==> src/rtl/alu_pkg.sv <==
// alu_pkg: opcodes, FSM state type and iteration-count helper for seq_alu
package alu_pkg;
  localparam logic [2:0] ALU_FWD  = 3'b000;
  localparam logic [2:0] ALU_ADD  = 3'b001;
  localparam logic [2:0] ALU_AND  = 3'b010;
  localparam logic [2:0] ALU_OR   = 3'b011;
  localparam logic [2:0] ALU_MULT = 3'b100;
  localparam logic [2:0] ALU_SLL  = 3'b101;
  localparam logic [2:0] ALU_SRA  = 3'b110;
  localparam logic [2:0] ALU_ROR  = 3'b111;
  typedef enum logic {IDLE, CALC} state_t;
  function automatic int unsigned iter_n(input logic [2:0] op, input int unsigned amt, input int unsigned width);
    return op == ALU_MULT ? width :
           (op == ALU_SLL || op == ALU_SRA) ? (amt < width ? amt : width) :
           op == ALU_ROR ? amt % width : 0;
  endfunction
endpackage

==> src/rtl/seq_alu_iter.sv <==
// seq_alu_iter: latched operands, accumulator and one-step shift/rotate/shift-add datapath
module seq_alu_iter
  import alu_pkg::*;
#(
  parameter int WIDTH = 8
) (
  input  logic             clk,
  input  logic             load,
  input  logic             step,
  input  logic [2:0]       op,
  input  logic [WIDTH-1:0] a,
  input  logic [WIDTH-1:0] b,
  output logic [WIDTH-1:0] y
);
  logic [2:0]       op_r;
  logic [WIDTH-1:0] a_r, b_r, acc, nxt;
  always_comb begin
    nxt = op_r == ALU_MULT ? acc + (b_r[0] ? a_r : '0) :
          op_r == ALU_SLL  ? acc << 1 :
          op_r == ALU_SRA  ? {acc[WIDTH-1], acc[WIDTH-1:1]} :
                             {acc[0], acc[WIDTH-1:1]};
    y   = op_r[2]          ? acc :
          op_r == ALU_FWD  ? b_r :
          op_r == ALU_ADD  ? a_r + b_r :
          op_r == ALU_AND  ? a_r & b_r : a_r | b_r;
  end
  always_ff @(posedge clk) begin
    if (load) begin
      op_r <= op;
      a_r  <= a;
      b_r  <= b;
      acc  <= op == ALU_MULT ? '0 : a;
    end else if (step) begin
      a_r  <= a_r << 1;
      b_r  <= b_r >> 1;
      acc  <= nxt;
    end
  end
endmodule

==> src/rtl/seq_alu.sv <==
// seq_alu: multi-cycle ALU with start/busy/done handshake and registered RESULT/ZERO
module seq_alu
  import alu_pkg::*;
#(
  parameter int WIDTH = 8
) (
  input  logic             CLK,
  input  logic             RESET,
  input  logic             START,
  input  logic [2:0]       SELECT,
  input  logic [WIDTH-1:0] DATA1,
  input  logic [WIDTH-1:0] DATA2,
  output logic [WIDTH-1:0] RESULT,
  output logic             ZERO,
  output logic             BUSY,
  output logic             DONE
);
  localparam int CNT_W = $clog2(WIDTH) + 1;
  state_t           state;
  logic [CNT_W-1:0] cnt;
  logic [WIDTH-1:0] y;
  logic             load, step;
  assign load = state == IDLE && START && !RESET;
  assign step = state == CALC && cnt != '0;
  seq_alu_iter #(.WIDTH(WIDTH)) u_iter (
    .clk (CLK),
    .load(load),
    .step(step),
    .op  (SELECT),
    .a   (DATA1),
    .b   (DATA2),
    .y   (y)
  );
  always_ff @(posedge CLK) begin
    if (RESET) begin
      state  <= IDLE;
      cnt    <= '0;
      RESULT <= '0;
      ZERO   <= 1'b1;
      BUSY   <= 1'b0;
      DONE   <= 1'b0;
    end else if (state == IDLE) begin
      DONE <= 1'b0;
      if (START) begin
        state <= CALC;
        BUSY  <= 1'b1;
        cnt   <= CNT_W'(iter_n(SELECT, 32'(DATA2), WIDTH));
      end
    end else if (cnt == '0) begin
      state  <= IDLE;
      RESULT <= y;
      ZERO   <= y == '0;
      BUSY   <= 1'b0;
      DONE   <= 1'b1;
    end else begin
      cnt <= cnt - 1'b1;
    end
  end
endmodule

==> config.mk <==
export PLATFORM = sky130hd
export DESIGN_NAME = seq_alu
export DESIGN_NICKNAME = d
export VERILOG_FILES = /design/src/rtl/alu_pkg.sv /design/src/rtl/seq_alu_iter.sv /design/src/rtl/seq_alu.sv
export SDC_FILE = /design/constraint.sdc
export NUM_CORES = 1
export LEC_CHECK = 0
export BUFFER_PORTS_ARGS = -buffer_cell sky130_fd_sc_hd__buf_2
export CAP_MARGIN = 40
export CORE_ASPECT_RATIO = 0.7
export CORE_MARGIN = 3
export CORE_UTILIZATION = 60
export DETAILED_ROUTE_END_ITERATION = 10
export PLACE_DENSITY_LB_ADDON = 0.08
export SLEW_MARGIN = 5
export SYNTH_ARGS = -nofsm -noshare
export SYNTH_HDL_FRONTEND = slang
export SYNTH_SLANG_ARGS = --single-unit
==> constraint.sdc <==
create_clock -name CLK -period 4 [get_ports CLK]
set_clock_uncertainty 0.15 [all_clocks]
set_input_delay 0.4 -clock CLK [delete_from_list [all_inputs] [get_ports CLK]]
set_output_delay 0.4 -clock CLK [all_outputs]
set_load 0.02 [all_outputs]
Word level (Yosys, flattened, before mapping)
Index checks and enable logic that the tools add are counted.
Word-level totals
  flip-flop bits (word level): 43
  input port bits: 22
  output and inout bits: 11
  word-level logic and storage cells: 74
Operators by class
  add/sub/neg operators: 3
  $lt $le $gt $ge: 1
  equality and inequality tests: 12
  multiplexer cells: 28
  bitwise gates (word level): 3
  reduce and logical (&&, ||, !) cells: 16
Operators by type and width (number)
  $mux 8: 15
  $mux 4: 6
  $eq 3x3->1 const B: 7
  $add 8x8->8: 2
  $and 8x8->8: 1
  $logic_not 8->1: 1
  $lt 8x4->1 const B: 1
  $or 8x8->8: 1
  $reduce_and 2->1: 4
  $mux 1: 6
  $logic_not 4->1: 1
  $ne 4x2->1 const B: 1
  $reduce_bool 2->1: 2
  $reduce_bool 4->1: 1
  $sub 4x1->4 const B: 1
  $eq 3x1->1 const B: 1
  $eq 3x2->1 const B: 1
  $logic_and 1x1->1: 3
  $logic_not 3->1: 1
  $mux 3: 1
  $ne 2x1->1 const B: 1
  $ne 2x2->1 const B: 1
  $reduce_or 2->1: 1
  $logic_not 1->1: 1
  other kinds (2): 2

Depth between registers and ports, before layout
  word-level depth: 6
  mapped depth: 10

By module
From an unflattened synthesis, not the netlist that was laid out.
Second synthesis, totals
  cells, all modules: 360
  area, all modules: 3065.4 µm²
By module, submodules not included
  seq_alu_iter: times used 1, cells each 268, area each 2328.5 µm², sequential area each 810.8 µm²
  seq_alu: times used 1, cells each 92, area each 737.0 µm², sequential area each 320.3 µm²

Worst setup path before layout
Ideal clock, no wire load.
  path kind: flip-flop to flip-flop
  start: register u_iter.b_r[0]
  end: register ZERO
  library setup time: 0.069 ns
  arrival: 2.356 ns
  slack: 1.425 ns
  cell stages (with the launch flop): 8
  buffers on the path: 0
  path through: edfxtp_1 -> ha_1 -> fa_1 -> mux4_2 -> mux2_2 -> a2111oi_4 -> nand4_1 -> o21ai_1
Between the ends
  longest elaborated chain between the ends: 6
  elaborated cells between the ends (all ways): 8
RTL lines
  from (decl): line seq_alu_iter.sv:16  | logic [WIDTH-1:0] a_r, b_r, acc, nxt;
  from (signal assigned): line seq_alu_iter.sv:35  | b_r <= b_r >> 1;
  branches (longest 3 deep; another with $add 8x8->8)
  $mux 8 *: line seq_alu_iter.sv:23  | op_r == ALU_FWD ? b_r :
  $mux 8 *: line seq_alu_iter.sv:22  | y = op_r[2] ? acc :
  $logic_not 8->1 *: line seq_alu.sv:52  | ZERO <= y == '0;
  to (signal assigned): line seq_alu.sv:39  | ZERO <= 1'b1;
  to (signal assigned): line seq_alu.sv:52
  to (decl): line seq_alu.sv:14  | output logic ZERO,
Every way passes the cells marked *.
A chain may end at the register's enable or synchronous reset.

Worst setup path in the final report
Ends and elaborated chain as after synthesis.

==> results by group <==
Setup path
  • Crit path DAT: about 2900 ps
  • Buf+Inv Stages, Crit Path: 0
  • CP delay by family, top: multiplexers
  • Critical Path Source Type: flip-flop
  • Setup crit end kind: flip-flop
  • CP required: 4090 ps
  • Crit path max-delay cell type: edfxtp_1
  • Worst Path Class, Setup: reg2reg
  • Crit-path max FO: 5
  • CP cell instances: ha_1 > fa_1 > mux4_2 > mux2_2 > a2111oi_4 > nand4_1 > o21ai_1
  • CP peak stage delay: 470 ps

Synth
  • Seq cells post-synth: 43
  • Most used DFF post-synth: edfxtp_1
  • Mapped Cells: 358
  • Syn Nets: 406
  • EDFF count, synth: 27
  • Share of the yosys chip area belonging to registers: 0.3650
  • Mapped cell area: 0.003099 mm²
  • Post-synthesis average cell area: around 8.7 µm²
  • Post-synthesis async set-or-reset flop share: 0
  • Distinct cells, synth: 58
  • Synth warnings: 0

STA
  • RSZ-0062 raised after global routing: no
  • Final setup viols: 0
  • Final Critical Period: 2786 ps
  • Final Hold Vio Count: 0
  • Slew margin rel.: 0.4810
  • Worst-margin pin slew: 772.6 ps
  • Slack of the critical path: 1214 ps
  • Setup TNS: 0 ps
  • Final Cycle Share: 0.6965
  • Max Freq: 0.3589 GHz
  • Fin. max-slew vios: 0

Clock network
  • Number of buffers created by CTS: 5
  • Skew-Pair Late Insertion Delay: roughly 300 ps
  • Post-CTS setup buffers: 0
  • Hold_buf cts: 0
  • CTS Root Cell: clkbuf_8
  • Clock tree buffer depth: 2
  • PostCTS Resize Cnt: 0
  • CTS clk-pin slew, worst paths: 80 ps
  • CTS sink cnt: 43
  • H-Tree Depth: 2
  • CTS tree: built

Global routing
  • Number of antenna violations at the first check in global routing: 0
  • Number of global-route vias before repair: 2631
  • GRT Total Usage: 0.2827
  • Total grt overflow: 0
  • Largest net degree at the start of global routing: 39
  • First-pass GRT wire length: 13280 µm

Floorplan
  • Top-level I/O count: 33
  • Core Region: approximately 0.005 mm²
  • Row count: 21
  • Die height: 66.13 µm
  • Die area: 0.006077 mm²
  • Initial core utilization: 0.6342
  • Die X: 91.90 µm

Route
  • DR vias: 2767
  • DRC Markers: 0
  • WL final: a little under 8000 µm
  • Via/cell ratio: between 6 and 7
  • Initial drt markers: about 320
  • Routed wire length per instance: 17.11 µm
  • DR pass1 iterations: 5
  • Post-route ant nets: 0

Placed design
  • Post-DP HPWL: around 6000 µm
  • Port bufs: 32
  • Placed cell count: 447
  • Gpl congestion: 0.9311
  • Dpl ws: 1250 ps
  • Dpl cell area: 0.003326 mm²

Final layout
  • # diodes: 0
  • Layout Nets: 433
  • Share of cells above drive strength 1: 0.1244
  • Most common cell after layout, fill and taps aside: nand2_1
  • Non-Filler Instances: 455
  • Final Cell Area: 0.003448 mm²
  • Synthesis-to-layout area growth: 11.26%
  • Most frequent cells in the layout: 44 x nand2_1, 32 x buf_2, 29 x inv_1

Status
  • Status: completed

Power and ir drop
  • Worst VDD drop: around 0.19 mV
  • Leakage dissipation: 1.406 nW
  • Power per Cell Area: between 300 and 400 mW/mm²

Hold path
  • Hold Crit Class: in2reg

Flow run
  • Max_cap viols: 0
sequential cells by signal (all words and copies together), names as in the netlist:
register / cells
BUSY: 1
DONE: 1
RESULT: 8
ZERO: 1
cnt: 4
state: 1
u_iter.a_r: 8
u_iter.acc: 8
u_iter.b_r: 8
u_iter.op_r: 3
final timing paths:
| kind | startpoint | to | slack, ps | cells after the start |
|---|---|---|---|---|
| max | u_iter.b_r[0]$_DFFE_PP_ | ZERO$_SDFFE_PP1P_ | 1210 | 7 |
| min | SELECT[1] | u_iter.op_r[1]$_DFFE_PP_ | 160 | 1 |
| max reg2reg | u_iter.b_r[0]$_DFFE_PP_ | ZERO$_SDFFE_PP1P_ | 1210 | 7 |
| min reg2reg | RESULT[1]$_SDFFE_PP0P_ | RESULT[1]$_SDFFE_PP0P_ | 310 | 2 |
logic make-up after synthesis:
logic type      count (synthesis)  synth area share
buf+inv                        46           0.05894
flops                          43            0.3650
fa+ha+maj                      26            0.1098
simple gates                  130            0.2083
xor+xnor                        4           0.01131
mux                             9           0.03916
compound gates                100            0.2075
stage by stage:
step                      hold slack [ps]  total power, mW  utilization
final                               155.7            1.328       0.7056
after global routing                152.3            1.408       0.7056
after CTS                           149.6            1.326       0.7056
after detailed placement            300.4           0.9763       0.6805
after global placement              293.5           0.9582       0.6718
after floorplan                     305.3           0.8597            -
Yosys cell counts, types with 5 or more instances:
master | count | area [µm²]
nor3_1 | 12 | 60.06
nor2_1 | 27 | 101.4
a21oi_1 | 25 | 125.1
nor2b_1 | 9 | 56.30
o21ai_0 | 14 | 70.07
edfxtp_1 | 27 | 810.8
a211oi_1 | 5 | 37.54
nor3b_1 | 9 | 67.56
dfxtp_1 | 16 | 320.3
o21ai_1 | 18 | 90.09
mux2i_1 | 5 | 50.05
o211ai_1 | 7 | 52.55
nand2b_1 | 8 | 50.05
inv_1 | 29 | 108.9
nand2_1 | 44 | 165.2
ha_1 | 24 | 300.3
clkbuf_1 | 10 | 37.54
area by class of cell:
cell class | count | area, µm²
Timing Repair Buffer | 34 | 202.7
Multi-Input combinational cell | 269 | 1785
Clock buffer | 8 | 122.6
Inverter | 32 | 120.1
Tap cell | 69 | 86.33
Sequential cell | 43 | 1131
Fill cell | 409 | 1439
power breakdown:
group / total (mW) / leakage [nW] / switching [mW] / internal [mW]
logic: 0.399 / 0.957 / 0.234 / 0.164
clock network: 0.353 / 0.0618 / 0.154 / 0.199
registers: 0.576 / 0.387 / 0.0470 / 0.529
total: 1.33 / 1.41 / 0.435 / 0.893
metal layers:
layer	GRT usage	vias up	wire, µm
met4	0.09074	0	116
met1	0.4137	1281	3632
met2	0.4164	134	3355
li1	-	1337	-
met3	0.06143	15	681
met5	0	-	0
No activity file was read; power rests on OpenSTA's default activity.
